$ cat src/rtl/uart_tx_arbiter.sv
// uart_tx_arbiter: shares one UART transmitter among NUM_REQ byte producers.
// Define UART_TX_ARB_RR_EN for round-robin arbitration; otherwise the lowest index wins.
module uart_tx_arbiter #(
    parameter int NUM_REQ     = 4,
    parameter int clk_divisor = 1000000,
    parameter int tx_num_bits = 8,
    parameter int parity      = 0
) (
    input  logic                 clk,
    input  logic                 RST,
    input  logic [NUM_REQ-1:0]   req,
    input  logic [NUM_REQ*8-1:0] data_in,
    output logic [NUM_REQ-1:0]   grant,
    output logic [NUM_REQ-1:0]   done,
    output logic                 busy,
    output logic                 tx_start,
    output logic [7:0]           tx_data
);
    localparam int FRAME_CYCLES = clk_divisor * (tx_num_bits + 2 + ((parity != 0) ? 1 : 0));
    localparam int CW = $clog2(FRAME_CYCLES);
    localparam int IW = $clog2(NUM_REQ);

    typedef enum logic {S_IDLE, S_WAIT} state_t;

    state_t               r_state;
    logic [CW-1:0]        r_cnt;
    logic [IW-1:0]        r_owner;
    logic [NUM_REQ-1:0]   r_grant;
    logic [NUM_REQ-1:0]   r_done;
    logic                 r_busy;
    logic                 r_tx_start;
    logic [7:0]           r_tx_data;
`ifdef UART_TX_ARB_RR_EN
    logic [IW-1:0]        r_ptr;
`endif
    logic [IW-1:0]        w_idx;
    logic [IW-1:0]        w_winner;

    assign grant    = r_grant;
    assign done     = r_done;
    assign busy     = r_busy;
    assign tx_start = r_tx_start;
    assign tx_data  = r_tx_data;

    // Winner: scan candidates from last to first so the first pending one in search order survives
    always_comb begin
        w_idx    = '0;
        w_winner = '0;
        for (int k = NUM_REQ - 1; k >= 0; k--) begin
`ifdef UART_TX_ARB_RR_EN
            w_idx = IW'((int'(r_ptr) + k) % NUM_REQ);
`else
            w_idx = IW'(k);
`endif
            if (req[w_idx]) w_winner = w_idx;
        end
    end

    // Arbitration FSM: grant in IDLE, hold the channel for one frame time in WAIT
    always_ff @(posedge clk) begin
        if (RST) begin
            r_state    <= S_IDLE;
            r_cnt      <= '0;
            r_owner    <= '0;
            r_grant    <= '0;
            r_done     <= '0;
            r_busy     <= 1'b0;
            r_tx_start <= 1'b0;
            r_tx_data  <= 8'h00;
`ifdef UART_TX_ARB_RR_EN
            r_ptr      <= '0;
`endif
        end else begin
            r_grant    <= '0;
            r_done     <= '0;
            r_tx_start <= 1'b0;
            if (r_state == S_IDLE) begin
                if (|req) begin
                    r_grant    <= NUM_REQ'(1) << w_winner;
                    r_tx_start <= 1'b1;
                    r_tx_data  <= data_in[{w_winner, 3'b000} +: 8];
                    r_busy     <= 1'b1;
                    r_owner    <= w_winner;
                    r_cnt      <= CW'(FRAME_CYCLES - 1);
                    r_state    <= S_WAIT;
                end
            end else if (r_cnt == '0) begin
                r_done  <= NUM_REQ'(1) << r_owner;
                r_busy  <= 1'b0;
                r_state <= S_IDLE;
`ifdef UART_TX_ARB_RR_EN
                r_ptr   <= IW'((int'(r_owner) + 1) % NUM_REQ);
`endif
            end else begin
                r_cnt <= r_cnt - CW'(1);
            end
        end
    end
endmodule

$ cat config.mk
export PLATFORM = sky130hd
export DESIGN_NAME = uart_tx_arbiter
export DESIGN_NICKNAME = d
export VERILOG_FILES = /design/src/rtl/uart_tx_arbiter.sv
export SDC_FILE = /design/constraint.sdc
export NUM_CORES = 1
export LEC_CHECK = 0
export BUFFER_PORTS_ARGS = -buffer_cell sky130_fd_sc_hd__buf_2
export CORE_MARGIN = 4
export CORE_UTILIZATION = 35
export CTS_BUF_LIST = sky130_fd_sc_hd__clkbuf_16
export DETAILED_ROUTE_END_ITERATION = 8
export GPL_ROUTABILITY_DRIVEN = 0
export SLEW_MARGIN = 20
export SYNTH_ARGS = -nofsm -noshare
export SYNTH_HDL_FRONTEND = slang
export SYNTH_SLANG_ARGS = --single-unit
$ cat constraint.sdc
create_clock -name clk -period 2.6 [get_ports clk]
set_input_delay 0.13 -clock clk [delete_from_list [all_inputs] [get_ports clk]]
set_output_delay 0.13 -clock clk [all_outputs]
set_load 0.005 [all_outputs]
==> impl_summary.log, run 1 <==
[metrics] ratio of routed vias to standard cells: roughly 5.4
[metrics] number of enable-type register cells in the synthesized netlist: 0
[metrics] Total Neg Setup Slack: 0 ns
[metrics] switching part of the total: 0.253
[metrics] overall overflow remaining after global route: 0
[metrics] fraction of synthesized cell area taken by the top area cell type: 0.396
[metrics] number of resized instances in the post-cts repair step: 0
[metrics] number of warnings issued by yosys: 0
[metrics] crit path launch type: flip-flop
[metrics] Tmin final: between 2 and 2.5 ns
[metrics] Yosys reg bits: 45
[metrics] largest fanout on the critical path: 9
[metrics] share of the yosys chip area belonging to registers: 0.396
[metrics] slew at the pin closest to its max-slew limit: around 0.54 ns
[metrics] clock buffer depth: 2
[metrics] Logic pwr share: 0.163
[metrics] data arrival time of the critical path: between 2 and 3 ns
[metrics] gate count after technology mapping: between 200 and 250
[metrics] post-route clock period utilization: 0.927
[metrics] clock tree from TritonCTS: done
[metrics] number of pins exceeding their max-slew limit in the final report: 0
[metrics] Net Switching: between 400 and 500 uW
[metrics] result of the run: completed
[metrics] top post-synthesis cells by area: dfxtp_1 40%, mux4_2 7.9%, nand2_1 4.5%
[metrics] Antenna Nets Post-Route: 0
[metrics] cell area after synthesis: about 0.0023 mm2
[metrics] vias in the first global route: 1847
[metrics] unique cell type count in the Yosys netlist: 50
[metrics] Worst Hold Path Cells: 2
[metrics] Top-Level Pins: 56
[metrics] library cell used as clock root buffer: clkbuf_16
[metrics] Worst Hold Margin: slightly above 0.07 ns
[metrics] top cell type by total area after synthesis: dfxtp_1
[metrics] Critical Path Sink Type: flip-flop
[metrics] number of iterations in the first detailed-routing pass: 4
[metrics] Worst VDD drop: slightly below 0.4 mV
[metrics] sum of net half-perimeters after detailed placement: ~3700 um
[metrics] chip height: 88.6 um
[metrics] post-route DRC violation count: 0
[metrics] fraction of synthesis flops using an asynchronous set or reset pin: 0
[metrics] worst clock skew on the final layout: 0.00442 ns
[metrics] synthesis-to-layout area growth: 22.3%
[metrics] internal power contribution: 1310 uW
[metrics] area inside the core boundary: 0.00635 mm2
[metrics] aggregate global-route resource usage: 0.138
[metrics] number of CTS-inserted buffers: 5
[metrics] share of power burned in the clock network: 0.399
[metrics] clock-pin slew on the worst setup and hold paths: around 0.060 ns
[metrics] number of H-tree levels: 2
[metrics] detailed-route wire length: just over 5000 um
[metrics] most frequent cells after synthesis: 45 x dfxtp_1, 27 x nand2_1, 19 x a21oi_1
[metrics] RSZ-0062 raised after global routing: false
[metrics] total area of multi-input combinational cells: approximately 0.0013 mm2
[metrics] area of the die: slightly below 0.008 mm2
[metrics] Static Leak: 0.00108 uW
[metrics] sinks on the clock net: 45
[metrics] final hold viol count: 0
[metrics] sequential cell area in the final layout: 901 um2
[metrics] Avg WL per Cell: approximately 14 um
[metrics] portion of total power attributed to sequential cells: 0.438
[metrics] Max Freq: about 420 MHz
[metrics] WP data required: approximately 2.8 ns
[metrics] vias after detailed routing: between 1500 and 2000
[metrics] Setup-failing EPs final: 0
[metrics] Max-cap violations: 0
[metrics] worst skew pair latency: 0.28 ns
[metrics] fraction of final layout cells sized beyond drive strength 1: 0.327
[metrics] effective utilization at floorplan: 0.358
[metrics] number of antenna violations at the first check in global routing: 0
[metrics] most numerous cell in the Yosys netlist: dfxtp_1
[metrics] die extent in x: 88.6 um
[metrics] floorplan row count: 29
[metrics] main flop type after synthesis: dfxtp_1
[metrics] path class of the lowest-slack min-delay path: input port to flip-flop
[metrics] r2r worst-path depth: 5
[metrics] Syn Nets: roughly 280
[metrics] first-pass GRT wire length: about 8600 um
[metrics] number of I/O port buffers: 55
[metrics] worst slew margin relative to its limit: 0.638
[metrics] fin nets: 333
[metrics] layout filler cell count: around 630
[metrics] PD cells: around 630 mW/mm2
[metrics] Critical Setup Path Class: flip-flop to flip-flop
[metrics] Post-CTS Hold Fix Bufs: 0
[metrics] Mean Syn Cell Area: 9.56 um2
[metrics] largest net degree at the start of global routing: 39
[metrics] Antenna Cells: 0
[metrics] buffer count from post-CTS setup fixing: 0
[metrics] number of DRC markers after the initial detailed-route iteration: 53
-- final timing paths --
path	end	from	slack (ns)
hold reg to reg	tx_data[5]	tx_data[5]	0.45
hold / removal	grant[1]	req[0]	0.07
setup / recovery	r_cnt[21]	r_cnt[11]	0.19
setup reg to reg	r_cnt[21]	r_cnt[11]	0.19
-- per-layer routing --
| metal | global-route usage | part of all wire | up-vias |
|---|---|---|---|
| met5 | 0 | 0 | - |
| met4 | 0.0522 | 0.011 | 0 |
| met2 | 0.227 | 0.49 | 42 |
| met1 | 0.177 | 0.45 | 936 |
| li1 | - | - | 1007 |
| met3 | 0.0307 | 0.040 | 5 |
-- per-stage QoR --
stage | setup WS (ns) | utilization | area (um2) | power, uW | cells
after floorplan | 0.397 | - | 2280 | 983 | 238
final | 0.191 | 0.438 | 2780 | 1760 | 371
after global placement | 0.264 | 0.412 | 2620 | 1070 | 363
after global routing | 0.0284 | 0.438 | 2780 | 1850 | 371
after CTS | 0.167 | 0.438 | 2780 | 1780 | 371
after detailed placement | 0.189 | 0.412 | 2620 | 1070 | 363
-- area by class of cell --
class / instances / area share
Clock buffer: 5 / 0.0449
Clock inverter: 3 / 0.0153
Timing Repair Buffer: 64 / 0.123
Sequential cell: 45 / 0.324
Multi-Input combinational cell: 172 / 0.452
Inverter: 5 / 0.00674
Tap cell: 77 / 0.0346
-- power by group through the flow --
stage               combinational (uW)  clock, uW  sequential [uW]
floorplan                          207          0              776
global route                       324        754              776
detailed placement                 289          0              783
global placement                   285          0              781
finish                             287        701              769
CTS                                290        719              769
-- flip-flops by register name (all words and copies together) (netlist names) --
register  count
r_cnt        24
tx_start      1
busy          1
r_owner       2
tx_data       8
done          4
grant         4
r_state       1
-- cell families (layout without fill, tap and decap cells) --
family / count (synthesis) / count (layout) / synth area share
muxes: 11 / 11 / 0.0940
xor gates and xnor gates: 5 / 5 / 0.0192
AOI/OAI and AO/OA: 54 / 54 / 0.176
adders and majority gates: 2 / 2 / 0.0110
DFF: 45 / 45 / 0.396
and+or+nand+nor: 100 / 100 / 0.252
buffers and inverters: 21 / 77 / 0.0517
-- placed cells by master, fill, tap and decap left out, types with 2 or more instances in the layout --
cell / n
buf_2: 55
dfxtp_1: 45
nand2_1: 27
a21oi_1: 19
nor2_1: 17
buf_4: 9
nor4_1: 8
nor3_1: 8
mux4_2: 8
inv_1: 6
or4_1: 6
a31oi_1: 6
xnor2_1: 5
clkbuf_16: 5
or3_1: 4
nand3_1: 4
o31ai_1: 4
a311oi_1: 4
a2111oi_2: 4
or4_4: 3
mux2_1: 3
a211oi_1: 3
o21ai_0: 3
a21o_1: 2
and2_1: 2
nor4_2: 2
a2111oi_1: 2
nand2b_1: 2
nor3b_1: 2
o41ai_1: 2
and3_1: 2
or2_2: 2
ha_1: 2
-- worst max-delay path, stage by stage, from the launching register on --
cell and delay, ns:
dfxtp_1 0.38, or4_4 0.56, or3_1 0.50, a2111oi_1 0.47, mux2_1 0.36, nor2_1 0.08
Power figures use the tool's default switching activity.
==> run 2, diff against run 1 <==
--- a/config.mk
+++ b/config.mk
@@ -10,7 +10,7 @@
 export CORE_UTILIZATION = 35
 export CTS_BUF_LIST = sky130_fd_sc_hd__clkbuf_16
 export DETAILED_ROUTE_END_ITERATION = 8
-export GPL_ROUTABILITY_DRIVEN = 0
+export MAX_ROUTING_LAYER = met4
 export SLEW_MARGIN = 20
 export SYNTH_ARGS = -nofsm -noshare
 export SYNTH_HDL_FRONTEND = slang
==> impl_summary.log, run 2 (same netlist as run 1, synthesis figures left out) <==
[metrics] vias in the first global route: 1845 (-0.11%)
[metrics] number of antenna violations at the first check in global routing: 0 (unchanged)
[metrics] Total Neg Setup Slack: 0 ns (unchanged)
[metrics] detailed-route wire length: 5220 um (+1.0%)
[metrics] worst skew pair latency: 0.28 ns (about the same)
[metrics] ratio of routed vias to standard cells: 5.43 (+1.2%)
[metrics] data arrival time of the critical path: 2.62 ns (about the same)
[metrics] crit path launch type: flip-flop
[metrics] Biggest register: r_cnt
[metrics] area of the die: 0.00786 mm2 (unchanged)
[metrics] Cell Count, Final, Fillers Out: 371 (unchanged)
[metrics] Top-Level Pins: 56 (unchanged)
[metrics] slew at the pin closest to its max-slew limit: 0.533 ns (-0.00455 ns)
[metrics] number of H-tree levels: 2 (unchanged)
[metrics] number of pins exceeding their max-slew limit in the final report: 0 (unchanged)
[metrics] largest net degree at the start of global routing: 39 (unchanged)
[metrics] fin nets: 333 (unchanged)
[metrics] path class of the lowest-slack min-delay path: input port to flip-flop
[metrics] area inside the core boundary: 0.00635 mm2 (unchanged)
[metrics] effective utilization at floorplan: 0.358 (unchanged)
[metrics] number of flip-flops in the largest register: 24 (unchanged)
[metrics] RSZ-0062 raised after global routing: false
[metrics] Static Leak: 0.00108 uW (unchanged)
[metrics] Tmin final: 2.41 ns (-0.00191 ns)
[metrics] most frequent standard cell in the layout excluding fill and tap cells: buf_2
[metrics] number of resized instances in the post-cts repair step: 0 (unchanged)
[metrics] worst clock skew on the final layout: 0.00460 ns (+0.000176 ns)
[metrics] fraction of final layout cells sized beyond drive strength 1: 0.327 (unchanged)
[metrics] Avg WL per Cell: 14.1 um (+1.0%)
[metrics] synthesis-to-layout area growth: 22.3% (unchanged)
[metrics] Max Freq: 415 MHz (about the same)
[metrics] chip height: 88.6 um (unchanged)
[metrics] number of I/O port buffers: 55 (unchanged)
[metrics] sum of net half-perimeters after detailed placement: 3710 um (unchanged)
[metrics] worst slew margin relative to its limit: 0.642 (+0.00306)
[metrics] number of CTS-inserted buffers: 5 (unchanged)
[metrics] leading cell types in the layout, fill and taps excluded: 55 x buf_2, 45 x dfxtp_1, 27 x nand2_1, 19 x a21oi_1, 17 x nor2_1
[metrics] first-pass GRT wire length: 8630 um (+0.24%)
[metrics] library cell used as clock root buffer: clkbuf_16
[metrics] post-route DRC violation count: 0 (unchanged)
[metrics] overall overflow remaining after global route: 0 (unchanged)
[metrics] buffer count from post-CTS setup fixing: 0 (unchanged)
[metrics] Setup-failing EPs final: 0 (unchanged)
[metrics] overall power after layout: 1760 uW (+0.10%)
[metrics] max incr delay on CP: 0.56 ns (about the same)
[metrics] post-route clock period utilization: 0.926 (about the same)
[metrics] sinks on the clock net: 45 (unchanged)
[metrics] Antenna Cells: 0 (unchanged)
[metrics] master of the slowest instance on the critical path: or4_4
[metrics] final hold viol count: 0 (unchanged)
[metrics] vias after detailed routing: 2014 (+1.2%)
[metrics] largest fanout on the critical path: 9 (unchanged)
[metrics] Worst VDD drop: 0.391 mV (+0.69%)
[metrics] series of cell instances along the critical path: or4_4, or3_1, a2111oi_1, mux2_1, nor2_1
[metrics] aggregate global-route resource usage: 0.143 (+0.00461)
[metrics] GPL Wtd Cong: around 0.8
[metrics] WP data required: 2.82 ns (about the same)
[metrics] cell total after placement: 363 (unchanged)
[metrics] Max-cap violations: 0 (unchanged)
[metrics] clock-pin slew on the worst setup and hold paths: 0.06 ns (about the same)
[metrics] cell area after placement: 0.00262 mm2 (unchanged)
[metrics] Antenna Nets Post-Route: 0 (unchanged)
[metrics] PD cells: 632 mW/mm2 (+0.10%)
[metrics] Post-CTS Hold Fix Bufs: 0 (unchanged)
[metrics] result of the run: completed
[metrics] clock tree from TritonCTS: done
[metrics] post-route cell area: 0.00278 mm2 (unchanged)
[metrics] Critical Setup Path Class: flip-flop to flip-flop
[metrics] clock buffer depth: 2 (unchanged)
[metrics] Critical Path Sink Type: flip-flop
[metrics] floorplan row count: 29 (unchanged)
[metrics] number of iterations in the first detailed-routing pass: 4 (unchanged)
[metrics] number of DRC markers after the initial detailed-route iteration: 66 (+25%)
[metrics] die extent in x: 88.6 um (unchanged)
-- run 2: cell counts in the layout (fill, tap and decap cells not counted) --
No cell type changed its count.
-- run 2: power by group --
| group | switching (uW) | internal, uW |
|---|---|---|
| logic | 158 | 130 |
| clock network | 251 | 451 |
| registers | 37.2 | 732 |
| total | 447 | 1310 |
-- run 2: worst paths after layout --
kind | start | end | slack [ns] | depth (start not counted)
worst max-delay path | r_cnt[11] | r_cnt[21] | 0.19 | 5
worst min register to register | tx_data[5] | tx_data[5] | 0.45 | 2
worst min-delay path | req[0] | grant[1] | 0.07 | 2
worst max register to register | r_cnt[11] | r_cnt[21] | 0.19 | 5
-- run 2: final cells by class --
type / count / area [um2]
Multi-Input combinational cell: 172 / 1260
Clock buffer: 5 / 125
Fill cell: 626 / 3570
Clock inverter: 3 / 42.5
Timing Repair Buffer: 64 / 343
Tap cell: 77 / 96.3
Sequential cell: 45 / 901
Inverter: 5 / 18.8
-- run 2: per-layer routing --
| metal | wire length, um | global-route usage |
|---|---|---|
| met4 | 68 | 0.0522 |
| met3 | 180 | 0.0279 |
| met2 | 2560 | 0.227 |
| met5 | 0 | - |
| met1 | 2410 | 0.180 |
-- run 2: worst max-delay path: cells and delay by family (launching register included) --
family / cells / cell delay [ns]
simple gates: 3 / 1.14
compound gates: 1 / 0.47
flops: 1 / 0.37
mux: 1 / 0.36
-- run 2: per-stage QoR --
stage / util / worst slack, ns / hold slack [ns]
detailed placement: 0.412 / 0.189 / 0.357
global placement: 0.412 / 0.264 / 0.359
finish: 0.438 / 0.193 / 0.0704
global route: 0.438 / 0.0284 / 0.0828
CTS: 0.438 / 0.167 / 0.0634
floorplan: - / 0.397 / 0.208
